`src/rtl/des_pkg.sv`:
```
// ---------------------------------------------------------------------------
// des_pkg
//
// Shared constants for the DES initial / final permutation pipeline.
//
//   MODE_IP / MODE_FP  : encodings of the in_mode port of des_perm_pipe
//   IP_TABLE           : DES initial permutation, entry i-1 holds IP[i]
//   FP_TABLE           : DES final permutation (IP^-1), entry i-1 holds FP[i]
//   des_permute_ip()   : apply IP to a 64-bit block
//   des_permute_fp()   : apply FP to a 64-bit block
//
// Bit numbering: DES bit 1 is vector bit [63], DES bit 64 is vector bit [0],
// so DES bit n lives at vector index 64-n.
// ---------------------------------------------------------------------------
package des_pkg;

    localparam logic MODE_IP = 1'b0;
    localparam logic MODE_FP = 1'b1;

    localparam int IP_TABLE [64] = '{
        58, 50, 42, 34, 26, 18, 10,  2,
        60, 52, 44, 36, 28, 20, 12,  4,
        62, 54, 46, 38, 30, 22, 14,  6,
        64, 56, 48, 40, 32, 24, 16,  8,
        57, 49, 41, 33, 25, 17,  9,  1,
        59, 51, 43, 35, 27, 19, 11,  3,
        61, 53, 45, 37, 29, 21, 13,  5,
        63, 55, 47, 39, 31, 23, 15,  7
    };

    localparam int FP_TABLE [64] = '{
        40,  8, 48, 16, 56, 24, 64, 32,
        39,  7, 47, 15, 55, 23, 63, 31,
        38,  6, 46, 14, 54, 22, 62, 30,
        37,  5, 45, 13, 53, 21, 61, 29,
        36,  4, 44, 12, 52, 20, 60, 28,
        35,  3, 43, 11, 51, 19, 59, 27,
        34,  2, 42, 10, 50, 18, 58, 26,
        33,  1, 41,  9, 49, 17, 57, 25
    };

    // Output DES bit (i+1) takes input DES bit IP_TABLE[i]; the loop
    // unrolls into pure wiring.
    function automatic logic [63:0] des_permute_ip(input logic [63:0] x);
        logic [63:0] r;
        r = '0;
        for (int i = 0; i < 64; i++) begin
            r[63 - i] = x[64 - IP_TABLE[i]];
        end
        return r;
    endfunction

    function automatic logic [63:0] des_permute_fp(input logic [63:0] x);
        logic [63:0] r;
        r = '0;
        for (int i = 0; i < 64; i++) begin
            r[63 - i] = x[64 - FP_TABLE[i]];
        end
        return r;
    endfunction

endpackage

```
`src/rtl/des_perm_stage.sv`:
```
// ---------------------------------------------------------------------------
// des_perm_stage
//
// One register slice of the permutation pipeline: a valid bit plus the
// 64-bit block and its sideband tag, with ready/valid flow control.
//
// Ports
//   clk, rst   : clock, synchronous active-high reset
//   up_valid   : upstream offers a block
//   up_data    : upstream block
//   up_tag     : upstream tag
//   up_ready   : this slice can take a block this cycle
//   dn_valid   : this slice holds a block
//   dn_data    : held block
//   dn_tag     : held tag
//   dn_ready   : downstream takes the held block this cycle
// ---------------------------------------------------------------------------
module des_perm_stage
    import des_pkg::*;
#(
    parameter int TAG_W = 4
) (
    input  logic             clk,
    input  logic             rst,
    input  logic             up_valid,
    input  logic [63:0]      up_data,
    input  logic [TAG_W-1:0] up_tag,
    output logic             up_ready,
    output logic             dn_valid,
    output logic [63:0]      dn_data,
    output logic [TAG_W-1:0] dn_tag,
    input  logic             dn_ready
);

    // The slice can take a block when it is empty or when its current block
    // leaves in the same cycle. This depends only on local state and the
    // downstream ready, never on up_valid.
    assign up_ready = !dn_valid || dn_ready;

    // Payload only loads on a real transfer, so data and tag stay frozen
    // while the slice is stalled or idle.
    always_ff @(posedge clk) begin
        if (rst) begin
            dn_valid <= 1'b0;
            dn_data  <= '0;
            dn_tag   <= '0;
        end else if (up_ready) begin
            dn_valid <= up_valid;
            if (up_valid) begin
                dn_data <= up_data;
                dn_tag  <= up_tag;
            end
        end
    end

endmodule

```
`src/rtl/des_perm_pipe.sv`:
```
// ---------------------------------------------------------------------------
// des_perm_pipe
//
// Pipelined DES initial permutation (IP) / final permutation (FP = IP^-1)
// with ready/valid handshakes on both sides and a tag carried alongside
// each block.
//
// Parameters
//   STAGES : number of register slices (1..4); result appears STAGES cycles
//            after acceptance when out_ready is held high
//   TAG_W  : width of the sideband tag
//
// Ports
//   clk, rst   : clock, synchronous active-high reset
//   in_valid   : input block present
//   in_ready   : block accepted when in_valid && in_ready
//   in_mode    : 0 = IP, 1 = FP
//   in_data    : 64-bit block, DES bit 1 at [63]
//   in_tag     : opaque sideband
//   out_valid  : result present
//   out_ready  : result consumed when out_valid && out_ready
//   out_data   : permuted block
//   out_tag    : tag of the same transaction
//   busy       : any slice holds a block
//
// Build option
//   DES_PERM_FP_EN : when defined, in_mode selects FP; otherwise in_mode is
//                    ignored and every block gets IP.
// ---------------------------------------------------------------------------
module des_perm_pipe
    import des_pkg::*;
#(
    parameter int STAGES = 2,
    parameter int TAG_W  = 4
) (
    input  logic             clk,
    input  logic             rst,
    input  logic             in_valid,
    output logic             in_ready,
    input  logic             in_mode,
    input  logic [63:0]      in_data,
    input  logic [TAG_W-1:0] in_tag,
    output logic             out_valid,
    input  logic             out_ready,
    output logic [63:0]      out_data,
    output logic [TAG_W-1:0] out_tag,
    output logic             busy
);

    logic [63:0] perm_data;

    // Index 0 is the input side, index STAGES is the output side; slice g
    // sits between index g and g+1.
    logic [STAGES:0] valid_chain;
    logic [STAGES:0] ready_chain;
    logic [63:0]     data_chain [STAGES+1];
    logic [TAG_W-1:0] tag_chain [STAGES+1];

    // The permutation is applied before the first slice, so the mode only
    // ever affects the block it arrived with and need not be stored.
`ifdef DES_PERM_FP_EN
    always_comb begin
        perm_data = des_permute_ip(in_data);
        if (in_mode == MODE_FP) begin
            perm_data = des_permute_fp(in_data);
        end
    end
`else
    logic mode_unused;
    assign mode_unused = in_mode;
    assign perm_data   = des_permute_ip(in_data);
`endif

    assign valid_chain[0] = in_valid;
    assign data_chain[0]  = perm_data;
    assign tag_chain[0]   = in_tag;

    // The last slice drains on out_ready; each earlier slice sees the ready
    // of the one after it, which gives the full-throughput skid-free chain.
    assign ready_chain[STAGES] = out_ready;

    for (genvar g = 0; g < STAGES; g++) begin : g_stage
        des_perm_stage #(
            .TAG_W (TAG_W)
        ) u_stage (
            .clk      (clk),
            .rst      (rst),
            .up_valid (valid_chain[g]),
            .up_data  (data_chain[g]),
            .up_tag   (tag_chain[g]),
            .up_ready (ready_chain[g]),
            .dn_valid (valid_chain[g+1]),
            .dn_data  (data_chain[g+1]),
            .dn_tag   (tag_chain[g+1]),
            .dn_ready (ready_chain[g+1])
        );
    end

    assign in_ready  = ready_chain[0];
    assign out_valid = valid_chain[STAGES];
    assign out_data  = data_chain[STAGES];
    assign out_tag   = tag_chain[STAGES];
    assign busy      = |valid_chain[STAGES:1];

endmodule
```
`config.mk`:
```
export PLATFORM = sky130hd
export DESIGN_NAME = des_perm_pipe
export DESIGN_NICKNAME = d
export VERILOG_FILES = /design/src/rtl/des_pkg.sv /design/src/rtl/des_perm_stage.sv /design/src/rtl/des_perm_pipe.sv
export SDC_FILE = /design/constraint.sdc
export NUM_CORES = 1
export LEC_CHECK = 0
export CORE_ASPECT_RATIO = 1.25
export CORE_MARGIN = 3
export CORE_UTILIZATION = 54
export CTS_CLUSTER_SIZE = 30
export DETAILED_ROUTE_END_ITERATION = 8
export MAX_ROUTING_LAYER = met4
export PLACE_DENSITY = 0.85
export REMOVE_ABC_BUFFERS = 1
export SETUP_SLACK_MARGIN = 0.2
export SYNTH_ARGS = -nofsm -noshare
export SYNTH_HDL_FRONTEND = slang
export SYNTH_SLANG_ARGS = --single-unit
```
`constraint.sdc`:
```
create_clock -name clk -period 2 [get_ports clk]
set_input_delay 0.6 -clock clk [delete_from_list [all_inputs] [get_ports clk]]
set_output_delay 0.6 -clock clk [all_outputs]
set_load 0.005 [all_outputs]
```
# Word-level counts from Yosys, hierarchy flattened
# Index checks and enable logic that the tools add are counted.
[totals] regBits=138 elab_cells=13
[classes] n_reduce_logical=7
[op_table] operator="$reduce_and 2->1" count=2
[op_table] operator="$logic_not 1->1" count=2
[op_table] operator="$logic_or 1x1->1" count=2
[op_table] operator="$reduce_or 2->1" count=1

# Depth between registers and ports, before layout
# Gate-level depths: netlist (run 1).
[logic_depth] depth_word=4 ltp_mapped=7 ltp_nobuf=3

# By module
# From an unflattened synthesis (run 1), not the netlist that was laid out.
[hier_totals] cells_unflattened=629 area_unflattened_um2=5964.5
[by_module_without_submodules] mod="des_perm_stage" area_each_um2=2979.1 instances=2 seq_area_each_um2=1381.3 cells_each=314
[by_module_without_submodules] mod="des_perm_pipe" area_each_um2=6.3 instances=1 seq_area_each_um2=0.0 cells_each=1

# Least setup slack after synthesis (run 1)
# No wires, ideal clock.
[synth_path] path_type="input -> output" start="input port out_ready" end="output port in_ready" stages=4 t_arrival_ps=1112 path_slack_ps=288 cell_sequence="nor2b_4 > buf_6 > clkbuf_1 > nand2_1"
[synth_via] elab_chain_cells=2
[synth_lines] item="from (decl)" line_no="des_perm_pipe.sv:44" rtl="input logic out_ready,"
[synth_lines] item="$logic_or 1x1->1 (2 in a row)" line_no="des_perm_stage.sv:38" rtl="assign up_ready = !dn_valid || dn_ready;"
[synth_lines] item="to (decl)" line_no="des_perm_pipe.sv:39" rtl="output logic in_ready,"
# Every way passes these cells.

# Final worst setup path (run 1)
[layout_path] start="register g_stage[0].u_stage.dn_valid" end="output port busy"
[layout_via] elab_chain_cells=1
[layout_lines] item="from (decl)" line_no="des_perm_stage.sv:29" rtl="output logic dn_valid,"
[layout_lines] item="from (signal assigned)" line_no="des_perm_stage.sv:48" rtl="dn_valid <= up_valid;"
[layout_lines] item="$reduce_or 2->1" line_no="des_perm_pipe.sv:103" rtl="assign busy = |valid_chain[STAGES:1];"
[layout_lines] item="to (decl)" line_no="des_perm_pipe.sv:47" rtl="output logic busy"
# Every way passes these cells.

==> results.txt, run 1 <==
----------------------------------------------------
[Clocking]
  Longest Clk Path Bufs ... 2
  TritonCTS clock tree ... yes
  CTS root buf ... sky130_fd_sc_hd__clkbuf_16
  Clock buffer count from CTS ... 17
  CTS sink cnt ... about 140
  Clock slew seen by the registers of the worst setup and hold paths ... 0.05 ns
  CTS H-Tree Depth ... 4
  Clk_lat worst skew ... between 0.4 and 0.5 ns

[Cells and area]
  Fraction of layout instances using a drive strength above 1 ... 9.479%
  Antenna Cells ... 0
  # fillers ... 883
  Most frequent cells in the layout ... sky130_fd_sc_hd__nand2b_1, sky130_fd_sc_hd__dfxtp_1, sky130_fd_sc_hd__a21oi_1
  Layout overhead on the synthesized area ... 25.79%
  Footprint of the flip-flops and latches ... around 2800 sq um
  Final layout net count ... 809
  Multi-input gate area ... roughly 2600 sq um
  Leading cell type in the layout, fill and taps excluded ... sky130_fd_sc_hd__nand2b_1

[Critical path]
  Kind of end point of the critical path ... output pin
  Path type of the worst setup path ... reg2out
  Worst Reg2Reg Path Length in Cells ... 5
  Largest fanout of any net on the critical path ... 3
  Endpoint arrival time on the critical path ... 1.12 ns
  Startpoint of the most critical register-to-register path ... g_stage[0].u_stage.dn_valid$_SDFFE_PP0P_
  Kind of launch point of the worst setup path ... register
  Internal reg-to-reg setup slack ... 0.33 ns
  Critical R2R Capture ... g_stage[1].u_stage.dn_data[44]$_SDFFE_PP0P_
  Required time reported for the critical path endpoint ... around 1.4 ns

[Detailed routing]
  DR vias/cell ... about 5.5
  DRT iter0 DRCs ... roughly 250
  Antenna Violating Nets Remaining ... 0
  Number of search-and-repair iterations in the first detailed-routing pass ... 5
  Wirelength, routed ... 14.45 mm
  Overall via count from detail_route ... 4864
  Residual DRC ... 0
  Wirelength per Cell ... roughly 16 microns

[GRT]
  Initial antenna violation count ... 0
  Number of global-route vias before repair ... 5001
  Global-route usage over all layers ... between 20% and 30%
  First-pass GRT wire length ... 23.67 mm
  Total overflow reported by the global router ... 0
  Largest net degree at the start of global routing ... 62

[Placed design]
  Final weighted congestion in routability-driven placement ... 0.7689
  Port buffer count ... 142
  Post-detail-place hpwl ... 9.414 mm

[Die]
  Die area ... 12740 sq um
  Die boundary height ... 125.5 microns
  Starting density of the core ... 55.36%
  Core region area ... 11140 sq um
  Die X-Extent ... 101.6 microns
  I/O Pins ... ~140
  Core Rows ... 43

[Timing]
  Total count of hold-check failures in the final report ... 0
  Worst-margin pin slew ... 0.3683 ns
  Post-layout min period ... 1.720 ns
  Final hold slack ... 0.4671 ns
  Fmax achieved ... around 580 MHz
  Worst clock skew on the final layout ... 0.006992 ns
  Unrepaired setup endpoints after global routing ... false
  Number of max-slew violations in the final report ... 0
  Max transition margin ... about 75%
  Final number of setup-violating endpoints ... 0
  Post-route fraction of the period consumed by the critical path ... 85.98%

[Job]
  Number of max-cap violations ... 0

[Synth]
  Cell type with the highest aggregate area in the netlist ... sky130_fd_sc_hd__dfxtp_1
  Yosys top cell area share ... 44.81%
  Share of the yosys chip area belonging to registers ... 44.81%
  Number of distinct library cell variants in the gate-level netlist after synthesis ... 18
  Cells after Synth ... 681
  Number of synthesized register bits ... 138
  Average cell area after synthesis ... around 9.1 sq um
  Post-synthesis cell area ... 6166 sq um
  Synth area leaders ... sky130_fd_sc_hd__dfxtp_1, sky130_fd_sc_hd__nand2b_1, sky130_fd_sc_hd__mux2i_1
  Warning count from the yosys run ... 0

[Power and ir drop]
  Power density over the cells ... between 800 and 900 nW/um^2
  Leakage component of the power ... ~3.2 nW
  Peak VDD IR ... 452.3 uV
  Total design power ... 6.869 mW

[Min path]
  Hold Path Cell Cnt ... 2
  Hold endpoint ... g_stage[1].u_stage.dn_data[59]$_SDFFE_PP0P_
  Type of the tightest min-delay check ... reg2reg
  Hold path startpoint ... g_stage[0].u_stage.dn_data[59]$_SDFFE_PP0P_

[Outcome]
  Run status ... finished clean

----------------------------------------------------
-- flip-flops by register name, indices dropped and copies added (netlist names) --
name,cells
g_stage.u_stage.dn_data,128
g_stage.u_stage.dn_tag,8
g_stage.u_stage.dn_valid,2
-- cell usage after synthesis, drive strengths merged --
cell    instances
a21boi          1
a21oi          70
buf            83
clkbuf         43
dfxtp         138
inv             1
mux2i          68
nand2           1
nand2b        137
nand3          68
nor2            1
nor2b           1
o21ai          68
or2             1
-- logic make-up (layout without fill, tap and decap cells) --
family                 after synthesis  count (layout)  share of synthesized area, %
and+or+nand+nor                    209             209                         19.87
AOI/OAI and AO/OA                  139             139                         11.38
DFF                                138             138                         44.81
buffers and inverters              127             195                         12.91
muxes                               68              68                         11.04
-- metrics by stage --
| stage | TNS, ns | utilization [%] | setup WS, ns | area, sq um | std cells |
|---|---|---|---|---|---|
| 2_1_floorplan | -196.81 | - | -2.319 | 5374 | 555 |
| 3_3_place_gp | -32.44 | 64.50 | -0.4432 | 7183 | 850 |
| 3_5_place_dp | -33.60 | 64.50 | -0.4174 | 7183 | 850 |
| 4_1_cts | 0 | 69.53 | 0.09795 | 7744 | 883 |
| 5_1_grt | 0 | 69.64 | 0.2180 | 7756 | 884 |
| 6_report | 0 | 69.64 | 0.2804 | 7756 | 884 |
-- layout make-up --
type / count / area share (%)
tap: 135 / 2.178
sequential: 138 / 35.80
timing repair buffer: 162 / 20.10
multi-input combinational: 416 / 33.81
clock inverter: 15 / 2.581
inverter: 1 / 0.04839
clock buffer: 17 / 5.485
-- critical path: stages, from the launching register on --
cell	delay, ns
sky130_fd_sc_hd__dfxtp_4	0.36
sky130_fd_sc_hd__or2_4	0.25
sky130_fd_sc_hd__buf_6	0.11
-- what timing repair did --
item	CTS	global route
endpoints found under the setup margin	189	37
pin swaps	0	1
hold buffers	0	0
buffers inserted	1	1
resized for setup	88	7
-- metal layers --
layer / up-vias / global-route usage, % / share of wire [%]
met2: 159 / 38.48 / 52
li1: 2329 / - / -
met5: - / - / 0
met4: 0 / 11.27 / 2.9
met3: 36 / 4.297 / 4.6
met1: 2340 / 28.18 / 40
-- report_power, final --
group	internal, mW	leakage [nW]	switching, mW	total, mW
Combinational	0.355	1.81	0.303	0.658
Sequential	2.88	1.13	0.0684	2.95
Clock	2.09	0.295	1.18	3.27
Total	5.32	3.24	1.55	6.87
-- worst max-delay path by stage --
stage | startpoint | end | slack [ns] | depth (start not counted)
6_report | g_stage[0].u_stage.dn_valid$_SDFFE_PP0P_ | busy | 0.28 | 2
5_1_grt | g_stage[0].u_stage.dn_valid$_SDFFE_PP0P_ | g_stage[1].u_stage.dn_data[15]$_SDFFE_PP0P_ | 0.22 | 5
4_1_cts | out_ready | in_ready | 0.1 | 4
3_5_place_dp | out_ready | in_ready | -0.42 | 4
3_3_place_gp | out_ready | in_ready | -0.44 | 4
2_1_floorplan | g_stage[0].u_stage.dn_valid$_SDFFE_PP0P_ | g_stage[0].u_stage.dn_data[0]$_SDFFE_PP0P_ | -2.32 | 2
(Power assumes the default switching activity.)
==> inputs of run 2 (changes only) <==
CTS_CLUSTER_DIAMETER = 120   (was unset)
CTS_CLUSTER_SIZE = 10   (was 30)
==> results of run 2 <==
Final layout, timing and power as in run 1 (identical DEF).
==> inputs of run 3 (changes only) <==
CORE_UTILIZATION = 49   (was 54)
PLACE_DENSITY = 0.79   (was 0.85)
TNS_END_PERCENT = 1   (was unset)
==> run 3 against run 2 <==
- sequential power barely moved
- clock power shrank 11%
- via count shrank 4.2%
- count of clock-buffer cells in the layout rose by 6
- sequential cell count is the same
- setup slack got worse by 0.19 ns
- first-iteration DRC count shrank 13%
- sequential share of layout area shrank 0.25 points
- final cell count is 2.5% higher
- total power down 4.9%
- global-route usage is 3.1 points lower
- critical endpoint is now in_ready
- register-to-register slack worse by 0.12 ns
==> results.txt, run 3 (synthesis gave the netlist of run 1 again) <==
----------------------------------------------------
[Clocking]
  TritonCTS clock tree ... yes
  CTS H-Tree Depth ... 4 (unchanged)
  Longest Clk Path Bufs ... 2 (unchanged)
  Clock buffer count from CTS ... 17 (unchanged)
  Clk_lat worst skew ... 0.40 ns (about the same)
  Clock slew seen by the registers of the worst setup and hold paths ... 0.05 ns (about the same)
  CTS root buf ... sky130_fd_sc_hd__clkbuf_16
  CTS sink cnt ... 138 (unchanged)

[Power and ir drop]
  Total design power ... 6.533 mW (-4.9%)
  Power density over the cells ... 839.8 nW/um^2 (-5.2%)
  Peak VDD IR ... 409.2 uV (-9.5%)
  Leakage component of the power ... 2.891 nW (-11%)

[Critical path]
  Startpoint of the most critical register-to-register path ... g_stage[0].u_stage.dn_valid$_SDFFE_PP0P_
  Worst Reg2Reg Path Length in Cells ... 6 (+1)
  Internal reg-to-reg setup slack ... 0.21 ns (-0.12 ns)
  Critical R2R Capture ... g_stage[0].u_stage.dn_data[14]$_SDFFE_PP0P_
  Kind of end point of the critical path ... output pin
  Endpoint arrival time on the critical path ... 1.31 ns (+0.19 ns)
  Path type of the worst setup path ... in2out
  Required time reported for the critical path endpoint ... 1.40 ns (about the same)
  Kind of launch point of the worst setup path ... input port
  Largest fanout of any net on the critical path ... 2 (-1)

[GRT]
  First-pass GRT wire length ... 23.11 mm (-2.4%)
  Initial antenna violation count ... 0 (unchanged)
  Largest net degree at the start of global routing ... 80 (+29%)
  Global-route usage over all layers ... 20.67% (-3.1 points)
  Total overflow reported by the global router ... 0 (unchanged)
  Number of global-route vias before repair ... 4750 (-5.0%)

[Detailed routing]
  Number of search-and-repair iterations in the first detailed-routing pass ... 5 (unchanged)
  Antenna Violating Nets Remaining ... 0 (unchanged)
  DRT iter0 DRCs ... 213 (-13%)
  Residual DRC ... 0 (unchanged)
  Wirelength, routed ... 13.96 mm (-3.4%)
  Overall via count from detail_route ... 4658 (-4.2%)
  DR vias/cell ... 5.141 (-6.6%)
  Wirelength per Cell ... 15.41 microns (-5.7%)

[Die]
  Die area ... 13970 sq um (+9.6%)
  Die boundary height ... 131.4 microns (+4.7%)
  I/O Pins ... 144 (unchanged)
  Core Rows ... 45 (+4.7%)
  Core region area ... 12220 sq um (+9.7%)
  Die X-Extent ... 106.3 microns (+4.7%)
  Starting density of the core ... 50.47% (-4.9 points)

[Timing]
  Final hold slack ... 0.4688 ns (+0.001782 ns)
  Worst-margin pin slew ... 0.6483 ns (+0.2800 ns)
  Post-layout min period ... 1.908 ns (+0.1889 ns)
  Max transition margin ... 56.78% (-19 points)
  Fmax achieved ... 524.0 MHz (-9.9%)
  Final number of setup-violating endpoints ... 0 (unchanged)
  Worst clock skew on the final layout ... 0.009245 ns (+0.002253 ns)
  Number of max-slew violations in the final report ... 0 (unchanged)
  Total count of hold-check failures in the final report ... 0 (unchanged)
  Unrepaired setup endpoints after global routing ... true
  Setup TNS after final layout ... 0 ns (unchanged)
  Post-route fraction of the period consumed by the critical path ... 95.42% (+9.4 points)
  Setup ws final ... 0.09157 ns (-0.1889 ns)

[Cells and area]
  # fillers ... 994 (+13%)
  Multi-input gate area ... 2618 sq um (-0.19%)
  Most frequent cells in the layout ... sky130_fd_sc_hd__clkdlybuf4s50_1, sky130_fd_sc_hd__nand2b_1, sky130_fd_sc_hd__dfxtp_1
  Utilization after layout ... 63.67% (-6.0 points)
  Layout overhead on the synthesized area ... 26.16%
  Antenna Cells ... 0 (unchanged)
  Number of non-filler instances in the completed layout ... 906 (+2.5%)
  Reg with most FFs ... g_stage.u_stage.dn_data
  Footprint of the flip-flops and latches ... 2765 sq um (-0.41%)
  Largest registers ... g_stage.u_stage.dn_data x128, g_stage.u_stage.dn_tag x8, g_stage.u_stage.dn_valid x2
  Fraction of layout instances using a drive strength above 1 ... 7.143% (-2.3 points)
  Leading cell type in the layout, fill and taps excluded ... sky130_fd_sc_hd__clkdlybuf4s50_1
  Final layout net count ... 804 (-0.62%)
  Largest register FFs ... 128 (unchanged)
  Final non-filler cell area ... 7779 sq um (+0.29%)

[Placed design]
  Final weighted congestion in routability-driven placement ... 0.8181 (+6.4%)
  Dpl cell area ... 7207 sq um (+0.33%)
  Setup Slack @ Placement ... -0.4387 ns (-0.02130 ns)
  Post-detail-place hpwl ... 8.894 mm (-5.5%)
  Number of placed instances with taps included ... 874 (+2.8%)
  Port buffer count ... 142 (unchanged)

[Min path]
  Hold Path Cell Cnt ... 2 (unchanged)
  Hold endpoint ... g_stage[1].u_stage.dn_data[38]$_SDFFE_PP0P_
  Hold path startpoint ... rst
  Type of the tightest min-delay check ... in2reg

[Outcome]
  Run status ... finished clean

[Job]
  Number of max-cap violations ... 0 (unchanged)

----------------------------------------------------
==> run 3: cell types whose count changed in the layout (fill, tap and decap cells not counted), sizes merged <==
cell and delta:
clkdlybuf4s50 +68, dlygate4sd2 -68, buf -5, clkbuf +4, bufinv -3, clkinv -3, clkdlybuf4s15 +1, clkinvlp -1
dlymetal6s2s +1, inv -1
==> run 3: worst max-delay path, cell delays in order <==
cell and delay [ns]:
sky130_fd_sc_hd__dlygate4sd2_1 0.28, sky130_fd_sc_hd__nor2b_4 0.12, sky130_fd_sc_hd__nand2_1 0.06, sky130_fd_sc_hd__clkdlybuf4s15_2 0.24
==> run 3: layout make-up <==
class / count / share of cell area [%]
clock inverters: 7 / 0.8686
multi-input cells: 416 / 33.65
inverters: 1 / 0.08042
flip-flops and latches: 138 / 35.55
repair buffers: 157 / 20.94
well taps: 164 / 2.638
clock buffers: 23 / 6.273
==> run 3: what timing repair did <==
action                                  CTS  global route
buffers inserted                          2             0
gates resized for setup                  10             1
hold buffers                              0             0
endpoints found under the setup margin  208           125
pin swaps                                 0             0
==> run 3: worst max-delay path by stage <==
| stage | slack, ns | endpoint | start | cells past startpoint |
|---|---|---|---|---|
| after global placement | -0.46 | in_ready | out_ready | 4 |
| after floorplan | -2.32 | g_stage[0].u_stage.dn_data[0]$_SDFFE_PP0P_ | g_stage[0].u_stage.dn_valid$_SDFFE_PP0P_ | 2 |
| final | 0.09 | in_ready | out_ready | 4 |
| after detailed placement | -0.44 | in_ready | out_ready | 4 |
| after global routing | 0.07 | in_ready | out_ready | 4 |
| after CTS | 0.08 | out_data[43] | g_stage[1].u_stage.dn_data[43]$_SDFFE_PP0P_ | 1 |
==> run 3: power breakdown <==
part	total [mW]	switching [mW]	internal, mW
logic	0.670	0.296	0.374
clock network	2.92	1.10	1.82
registers	2.94	0.0665	2.88
==> run 3: metal layers <==
metal  track usage (%)  part of all wire (%)  up-vias
li1                  -                     -     2312
met1             25.51                    45     2214
met2             34.21                    50      120
met3             4.423                   4.3       12
met4             5.616                  0.88        0
met5                 -                     0        -
